==> src/rtl/freq_pkg.sv <==
// Shared constants for the frequency generator and the frequency meter.
// Holds clock rate, NCO width, FSM encodings and meter gate timing.
package freq_pkg;

    localparam logic [31:0] SYS_CLK_FREQ = 32'd50_000_000;
    localparam int          ACC_W        = 32;

    // Highest frequency the generator can represent as a square wave.
    localparam logic [31:0] F_MAX = SYS_CLK_FREQ / 32'd2;

    localparam logic [1:0] ST_IDLE = 2'd0;
    localparam logic [1:0] ST_CALC = 2'd1;
    localparam logic [1:0] ST_LOAD = 2'd2;

    // Meter gate window: one second of sys_clk, so counts read in Hz.
    localparam logic [31:0] GATE_CYCLES = SYS_CLK_FREQ;

endpackage

==> src/rtl/freq_gen_div.sv <==
// Iterative restoring divider: quot = floor(dividend * 2^QW / DIVISOR).
// Ports: clk, rst_n, start (load dividend), done (final iteration), quot.
module freq_gen_div #(
    parameter logic [31:0] DIVISOR = 32'd50_000_000,
    parameter int          QW      = 32
) (
    input  logic          clk,
    input  logic          rst_n,
    input  logic          start,
    input  logic [31:0]   dividend,
    output logic          done,
    output logic [QW-1:0] quot
);

    localparam int          CW    = $clog2(QW);
    localparam logic [32:0] DIV33 = {1'b0, DIVISOR};

    logic [32:0]   rem;
    logic [32:0]   rem_sh;
    logic [CW-1:0] cnt;
    logic          run;

    // rem < DIVISOR < 2^32 always holds, so the shift never loses a bit.
    assign rem_sh = rem << 1;
    assign done   = run && (cnt == CW'(QW - 1));

    always_ff @(posedge clk or negedge rst_n) begin
        if (!rst_n) begin
            rem  <= '0;
            cnt  <= '0;
            run  <= 1'b0;
            quot <= '0;
        end else if (start) begin
            rem  <= {1'b0, dividend};
            cnt  <= '0;
            run  <= 1'b1;
            quot <= '0;
        end else if (run) begin
            if (rem_sh >= DIV33) begin
                rem  <= rem_sh - DIV33;
                quot <= {quot[QW-2:0], 1'b1};
            end else begin
                rem  <= rem_sh;
                quot <= {quot[QW-2:0], 1'b0};
            end
            cnt <= cnt + 1'b1;
            if (done) begin
                run <= 1'b0;
            end
        end
    end

endmodule

==> src/rtl/freq_gen_nco.sv <==
// Programmable square-wave NCO: Hz request -> tuning word -> clk_out.
// Ports: sys_clk, sys_rst_n, freq_set/set_vld in; busy, set_done, ftw, clk_out out.
module freq_gen_nco
    import freq_pkg::*;
#(
    parameter logic [31:0] SYS_CLK_FREQ = freq_pkg::SYS_CLK_FREQ,
    parameter int          ACC_W        = freq_pkg::ACC_W
) (
    input  logic             sys_clk,
    input  logic             sys_rst_n,
    input  logic [31:0]      freq_set,
    input  logic             set_vld,
    output logic             busy,
    output logic             set_done,
    output logic [ACC_W-1:0] ftw,
    output logic             clk_out
);

    localparam logic [31:0] F_LIM = SYS_CLK_FREQ / 32'd2;

    logic [1:0]       state;
    logic [31:0]      f_clamp;
    logic             start;
    logic             div_done;
    logic [ACC_W-1:0] quot;
    logic [ACC_W-1:0] acc;

    assign f_clamp = (freq_set > F_LIM) ? F_LIM : freq_set;
    assign start   = (state == ST_IDLE) && set_vld;

    freq_gen_div #(
        .DIVISOR (SYS_CLK_FREQ),
        .QW      (ACC_W)
    ) u_div (
        .clk      (sys_clk),
        .rst_n    (sys_rst_n),
        .start    (start),
        .dividend (f_clamp),
        .done     (div_done),
        .quot     (quot)
    );

    always_ff @(posedge sys_clk or negedge sys_rst_n) begin
        if (!sys_rst_n) begin
            state    <= ST_IDLE;
            busy     <= 1'b0;
            set_done <= 1'b0;
            ftw      <= '0;
        end else begin
            set_done <= 1'b0;
            case (state)
                ST_IDLE: begin
                    if (set_vld) begin
                        state <= ST_CALC;
                        busy  <= 1'b1;
                    end
                end
                ST_CALC: begin
                    if (div_done) begin
                        state <= ST_LOAD;
                    end
                end
                ST_LOAD: begin
                    ftw      <= quot;
                    set_done <= 1'b1;
                    busy     <= 1'b0;
                    state    <= ST_IDLE;
                end
                default: begin
                    state <= ST_IDLE;
                    busy  <= 1'b0;
                end
            endcase
        end
    end

    // Accumulator is never cleared on update, keeping the output
    // phase-continuous; a zero tuning word parks it at 0.
    always_ff @(posedge sys_clk or negedge sys_rst_n) begin
        if (!sys_rst_n) begin
            acc     <= '0;
            clk_out <= 1'b0;
        end else begin
            clk_out <= acc[ACC_W-1];
            acc     <= (ftw == '0) ? '0 : acc + ftw;
        end
    end

endmodule

==> config.mk <==
export PLATFORM = sky130hd
export DESIGN_NAME = freq_gen_nco
export DESIGN_NICKNAME = d
export VERILOG_FILES = /design/src/rtl/freq_pkg.sv /design/src/rtl/freq_gen_div.sv /design/src/rtl/freq_gen_nco.sv
export SDC_FILE = /design/constraint.sdc
export NUM_CORES = 1
export LEC_CHECK = 0
export CORE_UTILIZATION = 58
export DETAILED_ROUTE_END_ITERATION = 12
export HOLD_SLACK_MARGIN = 0.02
export PLACE_DENSITY_LB_ADDON = 0.12
export SLEW_MARGIN = 5
export SYNTH_ARGS = -nofsm -noshare
export SYNTH_HDL_FRONTEND = slang
export SYNTH_SLANG_ARGS = --single-unit
==> constraint.sdc <==
create_clock -name sys_clk -period 3.2 [get_ports sys_clk]
set_input_delay 0.64 -clock sys_clk [delete_from_list [all_inputs] [get_ports sys_clk]]
set_output_delay 0.64 -clock sys_clk [all_outputs]
set_load 0.05 [all_outputs]
## Word level (Yosys, flattened, before mapping)

Index checks and enable logic that the tools add are counted.

- Register bits: 139

- $add $sub $neg: 3
- $lt $le $gt $ge: 2
- Equal/unequal tests: 5
- Mux-type cells: 19
- Bitwise logic cells: 1
- Reduce and logical (&&, ||, !) cells: 7

Operators by type and width:

| kind | number |
|---|---|
| 2-to-1 mux 32 bit | 7 |
| >= comparator 33 x 26 -> 1 bit (second input constant) | 1 |
| adder 32 bit | 1 |
| greater-than comparator 32 x 25 -> 1 bit (second input constant) | 1 |
| zero test 32 bit | 1 |
| subtractor 32 x 26 -> 32 bit (second input constant) | 1 |
| 2-to-1 mux 5 bit | 2 |
| 2-to-1 mux 1 bit | 6 |
| adder 5 x 1 -> 5 bit (second input constant) | 1 |
| == test 5 bit (second input constant) | 1 |
| 2-to-1 mux 2 bit | 2 |
| inequality test 2 bit (second input constant) | 2 |
| case mux 2 bit (2 select lines) | 1 |
| AND reduction 2 bit | 2 |
| == test 2 x 1 -> 1 bit (second input constant) | 1 |
| == test 2 bit (second input constant) | 1 |
| logical AND 1 bit | 2 |
| zero test 2 bit | 1 |
| case mux 1 bit (2 select lines) | 1 |
| nonzero test 2 bit | 1 |
| inverter 1 bit | 1 |

## Longest topological paths before layout

- Word-level depth: 5
- Gate-level depth with buffers: 10

## By module

A second synthesis with hierarchy kept.

- Cell total of the unflattened synthesis: 838
- Area, all modules: 8181.6 um^2

Modules (own cells, without submodules):

| module | instances | cells an instance | area each (um^2) | seq. area each (um^2) |
|---|---|---|---|---|
| freq_gen_nco | 1 | 447 | 4340.4 | 1726.7 |
| freq_gen_div | 1 | 391 | 3841.2 | 1751.7 |

## Least setup slack after synthesis

Ideal clock, no wire load.

- Path type: reg2reg
- Start: reg ftw[0]
- End: reg acc[24]
- Data arrival time: 2.524 ns
- Required time: 3.068 ns
- Path slack: 0.544 ns
- Cell stages (with the launch flop): 11
- Path buffers: 0
- Clock period less this slack: 2.656 ns
- Path through: dfrtp_1 -> ha_1 -> inv_1 -> fa_1 -> nand2b_1 -> a21oi_1 -> o2111ai_1 -> a2bb2oi_1 -> a21boi_0 -> xor2_1 -> nor2_1

- Longest elaborated chain between the ends: 2
- Elaborated cells between the ends (all ways): 3
- Classes of those cells: add/sub (1); mux (1); reduce/logical (1)

RTL lines:

| item | line | RTL |
|---|---|---|
| start: declaration | freq_gen_nco.sv:15 | `output logic [ACC_W-1:0] ftw,` |
| start signal: assignment | freq_gen_nco.sv:64 | `ftw <= quot;` |
| adder 32 bit / zero test 32 bit (equally long branches) | freq_gen_nco.sv:85 | `acc <= (ftw == '0) ? '0 : acc + ftw;` |
| 2-to-1 mux 32 bit * | freq_gen_nco.sv:85 |  |
| end signal: assignment | freq_gen_nco.sv:85 |  |
| end: declaration | freq_gen_nco.sv:26 | `logic [ACC_W-1:0] acc;` |

Mark *: on every way between the ends. The rest lies on a longest branch, timed or not.
A chain may end at the register's enable or synchronous reset.

## Final worst setup path

Same ends and word-level chain as after synthesis.

==> impl_results.md <==
* Status: finished clean
* Total track usage at between 20% and 30%
* Rows at 41
* Synth Warn # at 0
* Routed vias at 6,384
* Slowest cell delay on critical path at around 0.52 ns
* CTS Sinks at roughly 140
* Post-route setup slack at 0.2552 ns
* Die height at between 100 and 150 microns
* Routed WL at 18.36 mm
* Pleak at roughly 4.3 nW
* CP cell instances: ha_1 -> inv_1 -> fa_1 -> nand2b_1 -> a21oi_1 -> o2111ai_1 -> a2bb2oi_1 -> a21boi_0 -> xor2_1 -> nor2_1
* Die width at 117.7 microns
* DRC viols at 0
* Syn_nets at 855
* Setup Viol. Count Final at 0
* Final Hold Fails at 0
* RSZ-0062 raised after global routing: no
* Critical-path maximum fanout at 5
* Setup Buffers After CTS at 0
* Synth unique cells at 67
* Asr flop ratio synth at 100.0%
* Final Non-Filler Cells at between 1,000 and 1,500
* Register area share after synthesis at roughly 45%
* Avg Cell Area, Syn at about 10 sq um
* Fillers at around 950
* Starting DRT DRC Count at 481
* TritonRoute pass-1 iters at 5
* FF-to-FF End: acc[24]$_DFF_PN0_
* Final Cycle Share at between 90% and 100%
* PD cells at about 950 nW/um^2
* Clock Pin Slew Worst Setup and Hold Paths at ~0.060 ns
* Top FF cell, synth: dfrtp_1
* Skew final at about 0.008 ns
* CTS max path bufs at 2
* CTS tree: done
* I/O pins at 70
* Fmax at about 340 MHz
* WS Path Type: reg -> reg
* Setup TNS at 0 ns
* Post-Synthesis Cells at 784
* Congestion Overflow GR at 0
* Final Max Tran Viols at 0
* Critical Path End Type: flip-flop
* Worst r2r path cells at 10
* Hold bufs inserted after CTS at 0
* Antenna cells at 0
* Flop2flop setup slack at around 0.26 ns
* DP HPWL at approximately 13 mm
* Gpl congestion at between 0.9 and 1
* Crit path required time at ~3.6 ns
* Mapped Area at a little under 8000 sq um
* Crit path DAT at around 3.3 ns
* RR Startpoint: ftw[0]$_DFFE_PN0P_
* Core box area at ~13,000 sq um
* VDD IR max at between 0.8 and 0.9 mV
* WHS at 0.1579 ns
* Crit start category: flip-flop
* Die Area at 13,860 sq um
* Htree depth at 4
* Vias in the first global route at 6,329
* Final worst path period need at between 2 and 3 ns
* Routed Antenna Nets at 0
* Worst slew pin tran at slightly below 1 ns
* Final net count at 918
* Num CTS Buffers at 17
* Placed Cells at 1,000
* Worst skew pair latency at between 0.4 and 0.5 ns
* Pre-CTS setup slack at about 0.039 ns
* Yosys reg bits at roughly 140
* First-pass GRT wire length at 31.24 mm
* Slew headroom at 33.03%
* PostCTS Resize Cnt at 0
* Routed vias/inst at just over 6
* Max-cap violations at 0
* Input/output buffers at between 60 and 70
* Initial antenna violation count at 0
* Clk root buf: clkbuf_16
* Initial Utilization at 60.58%
* Fraction of layout cells with a size suffix above 1 at between 9 and 10%
* Synthesis-to-finish area growth at 19.39%
* Pin count of the biggest net entering global routing at 61
* Worst Hold Class: in -> async
* Drt wl/cell at roughly 18 microns
* Worst path slowest cell: a2bb2oi_1
* Post-synth EDFFs at 0
## placed cells by master (no fill, tap or decap), types with 5 or more instances in the layout
master           synthesis  layout
nor4_1                  15      15
and3_1                   6       6
inv_1                   15      15
a21o_1                  13      13
xnor2_1                 22      22
o2bb2ai_1                6       6
o21ai_0                 37      37
a31oi_1                 11      11
nand4_1                 16      16
nand3_1                 10      10
nand2b_1                 5       5
buf_4                    0       8
ha_1                    35      35
mux2i_1                 42      42
nor3_1                  18      18
mux2_2                  32      32
xor2_1                  26      26
o211ai_1                12      12
dfrtp_1                139     138
nor2b_1                  8       8
clkdlybuf4s50_1          0      68
nand2_1                 39      39
clkbuf_16                0      17
nor2_1                 107     106
a21oi_1                 54      54
## worst max path at each step
stage / startpoint / to / slack [ns] / cells past startpoint
final: ftw[0]$_DFFE_PN0P_ / acc[24]$_DFF_PN0_ / 0.26 / 10
after global routing: ftw[0]$_DFFE_PN0P_ / acc[24]$_DFF_PN0_ / 0.09 / 10
after CTS: ftw[0]$_DFFE_PN0P_ / acc[24]$_DFF_PN0_ / 0.32 / 10
after detailed placement: freq_set[28] / u_div.rem[14]$_DFFE_PN0P_ / 0.04 / 9
after global placement: freq_set[28] / u_div.rem[19]$_DFFE_PN0P_ / 0.24 / 9
after floorplan: ftw[0]$_DFFE_PN0P_ / acc[24]$_DFF_PN0_ / 0.54 / 10
## metal layers
metal	up-vias	routed length (microns)	GRT usage [%]	share of wire [%]
met5	-	0	0	0
met4	0	443	12.26	2.4
met3	45	936	5.911	5.1
met2	224	8984	46.07	49
met1	3116	7998	36.10	44
li1	2999	-	-	-
## Yosys cell counts, drive strengths merged (15+ instances only)
library cell | instances | area, sq um
xor2 | 26 | 227.7
clkbuf | 24 | 90.09
nor2 | 108 | 407.9
nor3 | 19 | 100.1
dfrtp | 139 | 3478
ha | 35 | 437.9
mux2i | 42 | 420.4
nor4 | 15 | 93.84
xnor2 | 22 | 192.7
a21oi | 54 | 270.3
inv | 15 | 56.30
mux2 | 33 | 371.6
nand2 | 39 | 146.4
o21ai | 42 | 214.0
nand4 | 16 | 100.1
## report_power, final
group / switching, mW / internal [mW] / total, mW
registers: 0.608 / 2.36 / 2.96
logic: 2.24 / 1.49 / 3.73
clock network: 0.749 / 1.36 / 2.11
## sequential cells by signal, summed over array words and instances, names as in the netlist
signal      count
acc            32
busy            1
clk_out         1
ftw            32
set_done        1
state           2
u_div.cnt       5
u_div.quot     32
u_div.rem      32
u_div.run       1
## metrics by stage
step	area, sq um	util (%)	power (mW)
2_1_floorplan	7769	-	5.465
3_3_place_gp	8638	67.36	6.557
3_5_place_dp	8638	67.36	6.672
4_1_cts	9275	72.32	8.820
5_1_grt	9275	72.32	9.325
6_report	9275	72.32	8.810
## cell type report
type	instances	area (sq um)	area share, %
clock buffers	21	470.5	5.072
inverters	15	56.30	0.6070
flip-flops and latches	139	3480	37.52
multi-input cells	595	4095	44.15
clock inverters	11	166.4	1.794
repair buffers	79	792.0	8.539
well taps	172	215.2	2.320
## cell families (layout without fill, tap and decap cells)
logic type,after synthesis,count (layout),synth area share (%)
buf+inv,50,126,2.609
mux,75,75,10.19
flops,139,139,44.77
fa+ha+maj,36,36,5.895
compound gates,186,186,15.46
simple gates,250,250,15.65
xor+xnor,48,48,5.411
## worst max-delay path: cells and delay by family (launching register included)
family          cells  cell delay, ns
xor+xnor            1            0.19
simple gates        2            0.29
compound gates      4            1.34
buf+inv             1            0.06
fa+ha+maj           2            0.59
flops               1            0.40
(Power assumes the default switching activity.)
